==> src/rtl/id_ex_hazard.sv <==
// -----------------------------------------------------------------------------
// id_ex_hazard
//   ID/EX pipeline register with load-use hazard detection for a classic
//   5-stage MIPS-style pipeline.
//
//   A load sitting in EX whose destination (ex_rt) is read by the instruction
//   in ID causes a one-cycle stall. The stall holds PC and IF/ID, and a bubble
//   is loaded into EX. A taken branch (flush) overrides the hazard. The stall
//   cycles are counted in a saturating counter that can be cleared.
//
// Parameters
//   W      datapath word width
//   CNT_W  stall-counter width
//
// Ports
//   clk, rst_n           rising-edge clock, asynchronous active-low reset
//   valid_in             ID holds a real instruction
//   flush                branch taken: kill the ID instruction
//   clr_cnt              synchronous clear of stall_cnt (beats increment)
//   RegDst..RegWrite     1-bit decode controls
//   ALUOp[2:0]           ALU operation class
//   rd1, rd2, imm, pc4   operands, sign-extended immediate, PC+4 (W bits)
//   rs, rt, rd           register specifiers
//   ex_*                 registered EX-stage copies of the above, plus ex_valid
//   stall                combinational: hold PC and IF/ID this cycle
//   stall_cnt            number of stall cycles seen (saturating)
// -----------------------------------------------------------------------------
module id_ex_hazard #(
  parameter int unsigned W     = 32,
  parameter int unsigned CNT_W = 16
) (
  input  logic             clk,
  input  logic             rst_n,

  input  logic             valid_in,
  input  logic             flush,
  input  logic             clr_cnt,

  input  logic             RegDst,
  input  logic             Branch,
  input  logic             MemRead,
  input  logic             MemToReg,
  input  logic             MemWrite,
  input  logic             ALUSrc,
  input  logic             RegWrite,
  input  logic [2:0]       ALUOp,

  input  logic [W-1:0]     rd1,
  input  logic [W-1:0]     rd2,
  input  logic [W-1:0]     imm,
  input  logic [W-1:0]     pc4,
  input  logic [4:0]       rs,
  input  logic [4:0]       rt,
  input  logic [4:0]       rd,

  output logic             ex_RegDst,
  output logic             ex_Branch,
  output logic             ex_MemRead,
  output logic             ex_MemToReg,
  output logic             ex_MemWrite,
  output logic             ex_ALUSrc,
  output logic             ex_RegWrite,
  output logic [2:0]       ex_ALUOp,
  output logic [W-1:0]     ex_rd1,
  output logic [W-1:0]     ex_rd2,
  output logic [W-1:0]     ex_imm,
  output logic [W-1:0]     ex_pc4,
  output logic [4:0]       ex_rs,
  output logic [4:0]       ex_rt,
  output logic [4:0]       ex_rd,
  output logic             ex_valid,

  output logic             stall,
  output logic [CNT_W-1:0] stall_cnt
);

  typedef enum logic {
    RUN   = 1'b0,
    STALL = 1'b1
  } hazState_t;

  hazState_t state;
  hazState_t nextState;

  logic usesRt;
  logic rsMatch;
  logic rtMatch;
  logic hazard;
  logic bubble;

  // ---------------------------------------------------------------------------
  // Hazard detection
  // ---------------------------------------------------------------------------
  // rt is a source operand for R-type ops (no immediate) and for stores
  // (store data comes from rt).
  assign usesRt  = ~ALUSrc | MemWrite;
  assign rsMatch = (ex_rt == rs);
  assign rtMatch = usesRt & (ex_rt == rt);

  // $0 is hard-wired to zero, so a load targeting it never creates a hazard.
  assign hazard  = ex_valid & ex_MemRead & (ex_rt != 5'd0) & valid_in
                 & (rsMatch | rtMatch);

  // ---------------------------------------------------------------------------
  // Stall FSM
  // ---------------------------------------------------------------------------
  always_ff @(posedge clk or negedge rst_n) begin
    if (!rst_n) begin
      state <= RUN;
    end else begin
      state <= nextState;
    end
  end

  always_comb begin
    nextState = RUN;
    stall     = 1'b0;
    unique case (state)
      RUN: begin
        // flush wins over the hazard: the dependent instruction is dead anyway
        stall     = hazard & ~flush & rst_n;
        nextState = stall ? STALL : RUN;
      end
      STALL: begin
        // EX now holds a bubble; the load has moved to MEM and forwarding
        // covers the re-presented instruction, so one cycle always suffices.
        stall     = 1'b0;
        nextState = RUN;
      end
      default: begin
        stall     = 1'b0;
        nextState = RUN;
      end
    endcase
  end

  // A bubble clears every control bit and ex_valid; data and specifier fields
  // still load from ID so they are observable but inert.
  assign bubble = stall | flush | ~valid_in;

  // ---------------------------------------------------------------------------
  // ID/EX pipeline register
  // ---------------------------------------------------------------------------
  always_ff @(posedge clk or negedge rst_n) begin
    if (!rst_n) begin
      ex_RegDst   <= 1'b0;
      ex_Branch   <= 1'b0;
      ex_MemRead  <= 1'b0;
      ex_MemToReg <= 1'b0;
      ex_MemWrite <= 1'b0;
      ex_ALUSrc   <= 1'b0;
      ex_RegWrite <= 1'b0;
      ex_ALUOp    <= '0;
      ex_valid    <= 1'b0;
    end else if (bubble) begin
      ex_RegDst   <= 1'b0;
      ex_Branch   <= 1'b0;
      ex_MemRead  <= 1'b0;
      ex_MemToReg <= 1'b0;
      ex_MemWrite <= 1'b0;
      ex_ALUSrc   <= 1'b0;
      ex_RegWrite <= 1'b0;
      ex_ALUOp    <= '0;
      ex_valid    <= 1'b0;
    end else begin
      ex_RegDst   <= RegDst;
      ex_Branch   <= Branch;
      ex_MemRead  <= MemRead;
      ex_MemToReg <= MemToReg;
      ex_MemWrite <= MemWrite;
      ex_ALUSrc   <= ALUSrc;
      ex_RegWrite <= RegWrite;
      ex_ALUOp    <= ALUOp;
      ex_valid    <= 1'b1;
    end
  end

  always_ff @(posedge clk or negedge rst_n) begin
    if (!rst_n) begin
      ex_rd1 <= '0;
      ex_rd2 <= '0;
      ex_imm <= '0;
      ex_pc4 <= '0;
      ex_rs  <= '0;
      ex_rt  <= '0;
      ex_rd  <= '0;
    end else begin
      ex_rd1 <= rd1;
      ex_rd2 <= rd2;
      ex_imm <= imm;
      ex_pc4 <= pc4;
      ex_rs  <= rs;
      ex_rt  <= rt;
      ex_rd  <= rd;
    end
  end

  // ---------------------------------------------------------------------------
  // Saturating stall counter
  // ---------------------------------------------------------------------------
  always_ff @(posedge clk or negedge rst_n) begin
    if (!rst_n) begin
      stall_cnt <= '0;
    end else if (clr_cnt) begin
      stall_cnt <= '0;
    end else if (stall && (stall_cnt != '1)) begin
      stall_cnt <= stall_cnt + 1'b1;
    end
  end

endmodule

==> config.mk <==
export PLATFORM = sky130hd
export DESIGN_NAME = id_ex_hazard
export DESIGN_NICKNAME = d
export VERILOG_FILES = /design/src/rtl/id_ex_hazard.sv
export SDC_FILE = /design/constraint.sdc
export NUM_CORES = 1
export LEC_CHECK = 0
export CELL_PAD_IN_SITES_DETAIL_PLACEMENT = 1
export CELL_PAD_IN_SITES_GLOBAL_PLACEMENT = 1
export CORE_AREA = 2 2 132 134
export CTS_BUF_LIST = sky130_fd_sc_hd__clkbuf_4 sky130_fd_sc_hd__clkbuf_8
export DETAILED_ROUTE_END_ITERATION = 10
export DIE_AREA = 0 0 134 136
export HOLD_SLACK_MARGIN = 0.12
export PLACE_DENSITY = 0.95
export SLEW_MARGIN = 20
export SYNTH_ARGS = -nofsm -noshare
export SYNTH_HDL_FRONTEND = slang
export SYNTH_SLANG_ARGS = --single-unit
==> constraint.sdc <==
create_clock -name clk -period 3.7 [get_ports clk]
set_input_delay 0.555 -clock clk [delete_from_list [all_inputs] [get_ports clk]]
set_output_delay 0.555 -clock clk [all_outputs]
set_load 0.1 [all_outputs]
==> flow_metrics.py <==
metrics = {
    "timing": {
        "drv_slew": 0,
        "finClkSkew_ns": 0.0119,
        "tns_ns": 0,
        "fmax_mhz": 339,
        "finalCritPeriodShare": 0.798,
        "final-hold-violation-count": 0,
        "finalCriticalPeriod_ns": 2.95,
        "setup_violations": 0,
        "setup_slack_ns": 0.748,
        "rsz0062_at_grt": "no",
        "relSlewSlack": 0.290,
        "tightest_slew_ns": 1.06,
    },
    "routing": {
        "routed_wl_um": 19500,
        "via_per_inst": 4.46,
        "num_vias": 3901,
        "drc": 0,
        "drtPass1Iterations": 4,
        "ant_nets": 0,
        "drtIter0Drc": 128,
        "avgRoutedWirePerCell_um": 22.3,
    },
    "logic_synthesis": {
        "yosys.area_share.simple": 0.0717,
        "synth_xor_xnor_area_share": 0.0172,
        "yosys_register_bits": 171,
        "synth_compound_area_frac": 0.0521,
        "synth_top_family_by_area": "simple AND/OR/NAND/NOR gates",
        "syn_area_per_cell_um2": 17.6,
        "postSynth.asyncResetShare": 1.00,
        "synth_edf_count": 0,
        "synth_nets": 448,
        "ys.flop_type": "dfrtp_1",
        "synth_cells": 289,
        "syn_area_um2": 5090,
        "synth_fa_ha_area_frac": 0.00246,
        "ys_warn_count": 0,
        "synthMuxAreaShare": 0.00295,
        "ys_types": 45,
        "synth-seq-area-share": 0.840,
    },
    "critical_path": {
        "timing.rr.start": "stall_cnt[1]$_DFFE_PN0P_",
        "end_kind": "output port",
        "crit_path_start_kind": "input port",
        "crit_start": "flush",
        "reg2reg_slack_ns": 1.27,
        "reg2reg_to": "stall_cnt[15]$_DFFE_PN0P_",
        "crit_arrival_ns": 2.40,
        "critPathMaxFanout": 6,
        "r2r_cells": 6,
        "worstSetupPathType": "in2out",
        "crit_required_ns": 3.14,
    },
    "floorplan": {
        "dieArea_um2": 18200,
        "rows": 48,
        "die_h_um": 136,
        "die_x_um": 134,
        "ios": 329,
        "start_util": 0.302,
        "core_um2": 16900,
    },
    "clock_network": {
        "clockRootBuffer": "clkbuf_8",
        "clk_path_buf_depth": 2,
        "cts.sinks": 171,
        "insertion_delay_ns": 0.46,
        "cts_hold_buffers": 0,
        "cts_buffers": 17,
        "cts_tree": "done",
        "cts.repair.resized": 0,
        "post_cts_buffers": 0,
        "cts.clk_slew.worst_paths_ns": 0.09,
        "ctsHtreeMaxLevel": 4,
    },
    "global_route": {
        "grt_max_degree": 172,
        "grt_pass1_wl_um": 28100,
        "antenna_found_initial": 4,
        "grt-ovfl-total": 0,
        "grt_usage": 0.214,
        "grt_pass1_vias": 4538,
    },
    "placed_design": {
        "place_ws_ns": 0.791,
        "dp.cells": 837,
        "place_congestion": 0.863,
        "dpl_cell_area_um2": 8640,
        "dpl.hpwl_um": 15200,
        "io_buffers": 328,
    },
    "run_status": {
        "status": "complete, no violations",
    },
    "final_layout": {
        "syn_to_final_growth_pct": 79.2,
        "final_cell_area_um2": 9130,
        "final_nets": 790,
        "layout_common_cells": "325 x clkdlybuf4s50_1, 171 x dfrtp_1, 17 x clkbuf_8",
        "stdcell_count": 874,
        "drive_gt1_frac": 0.0714,
        "layout.cells.most_common": "clkdlybuf4s50_1",
    },
    "pwr": {
        "ir_drop_mv": 0.234,
        "powerDensity_nw_per_um2": 500,
        "leakage_nw": 3.72,
        "p_total_mw": 4.56,
    },
    "worst_hold_path": {
        "hp-class": "in2async",
    },
    "flow_run": {
        "maxCapViolCount": 0,
    },
}
-- synthesized netlist by cell type, types with 3 or more instances --
cell	n	area [um2]
dfrtp_1	171	4280
a21oi_1	13	65.1
or4_1	10	75.1
xnor2_1	10	87.6
and2_1	9	56.3
o31ai_1	9	67.6
nand2_1	7	26.3
nand3_1	6	30.0
inv_1	5	18.8
nor2_1	5	18.8
buf_2	3	15.0
nand4_1	3	18.8
o21ai_1	3	15.0
-- flip-flops by register name, summed over array words and instances, names as in the netlist --
register,count
state,1
ex_Branch,1
ex_imm,32
ex_ALUSrc,1
ex_RegWrite,1
ex_RegDst,1
ex_ALUOp,3
ex_rs,5
ex_MemWrite,1
ex_MemRead,1
ex_pc4,32
ex_valid,1
ex_rd,5
ex_MemToReg,1
ex_rt,5
ex_rd2,32
stall_cnt,16
ex_rd1,32
-- worst max path at each step --
| stage | to | slack [ns] | depth (start not counted) |
|---|---|---|---|
| after global routing | stall | 0.64 | 6 |
| after CTS | stall | 0.76 | 6 |
| after global placement | stall | 0.90 | 6 |
| final | stall | 0.75 | 6 |
| after detailed placement | stall | 0.79 | 6 |
| after floorplan | stall | 0.04 | 5 |
-- worst max-delay path: stages --
cell and delay (ns):
clkdlybuf4s50_1 0.39, nand2b_1 0.23, a211oi_4 0.38, inv_1 0.13
nor2_1 0.45, buf_12 0.25
-- area by class of cell --
type                    instances  area (um2)
diodes                          5        12.5
clock buffers                  17         234
clock inverters                15         234
fillers                      1621        7750
inverters                       5        18.8
multi-input cells             106         746
flip-flops and latches        171        4280
well taps                     225         282
repair buffers                330        3320
-- kinds of logic (layout without fill, tap and decap cells) --
kind of cell | after synthesis | after routing
multiplexers | 1 | 1
AO/OA/AOI/OAI | 37 | 37
adder cells (fa/ha/maj) | 1 | 1
buffers and inverters | 12 | 367
other | 0 | 5
AND/OR/NAND/NOR | 57 | 57
flip-flops | 171 | 171
XOR/XNOR | 10 | 10
-- metal layers --
| layer | vias up | global-route usage | part of all wire |
|---|---|---|---|
| met3 | 31 | 0.0757 | 0.079 |
| met4 | 0 | 0.0875 | 0.030 |
| met1 | 1981 | 0.207 | 0.33 |
| met5 | - | 0 | 0 |
| met2 | 202 | 0.409 | 0.56 |
| li1 | 1687 | - | - |
-- where the power goes --
part           internal, mW  switching [mW]  leakage [nW]
registers              1.95          0.0344          2.05
clock network         0.763           0.744         0.227
logic                 0.296           0.773          1.44
-- per-stage QoR --
step                hold WS, ns  utilization
finish                    0.269        0.541
global route              0.340        0.541
CTS                       0.321        0.540
detailed placement        0.570        0.512
global placement          0.566        0.512
floorplan                 0.259            -
No activity file was read; power rests on OpenSTA's default activity.
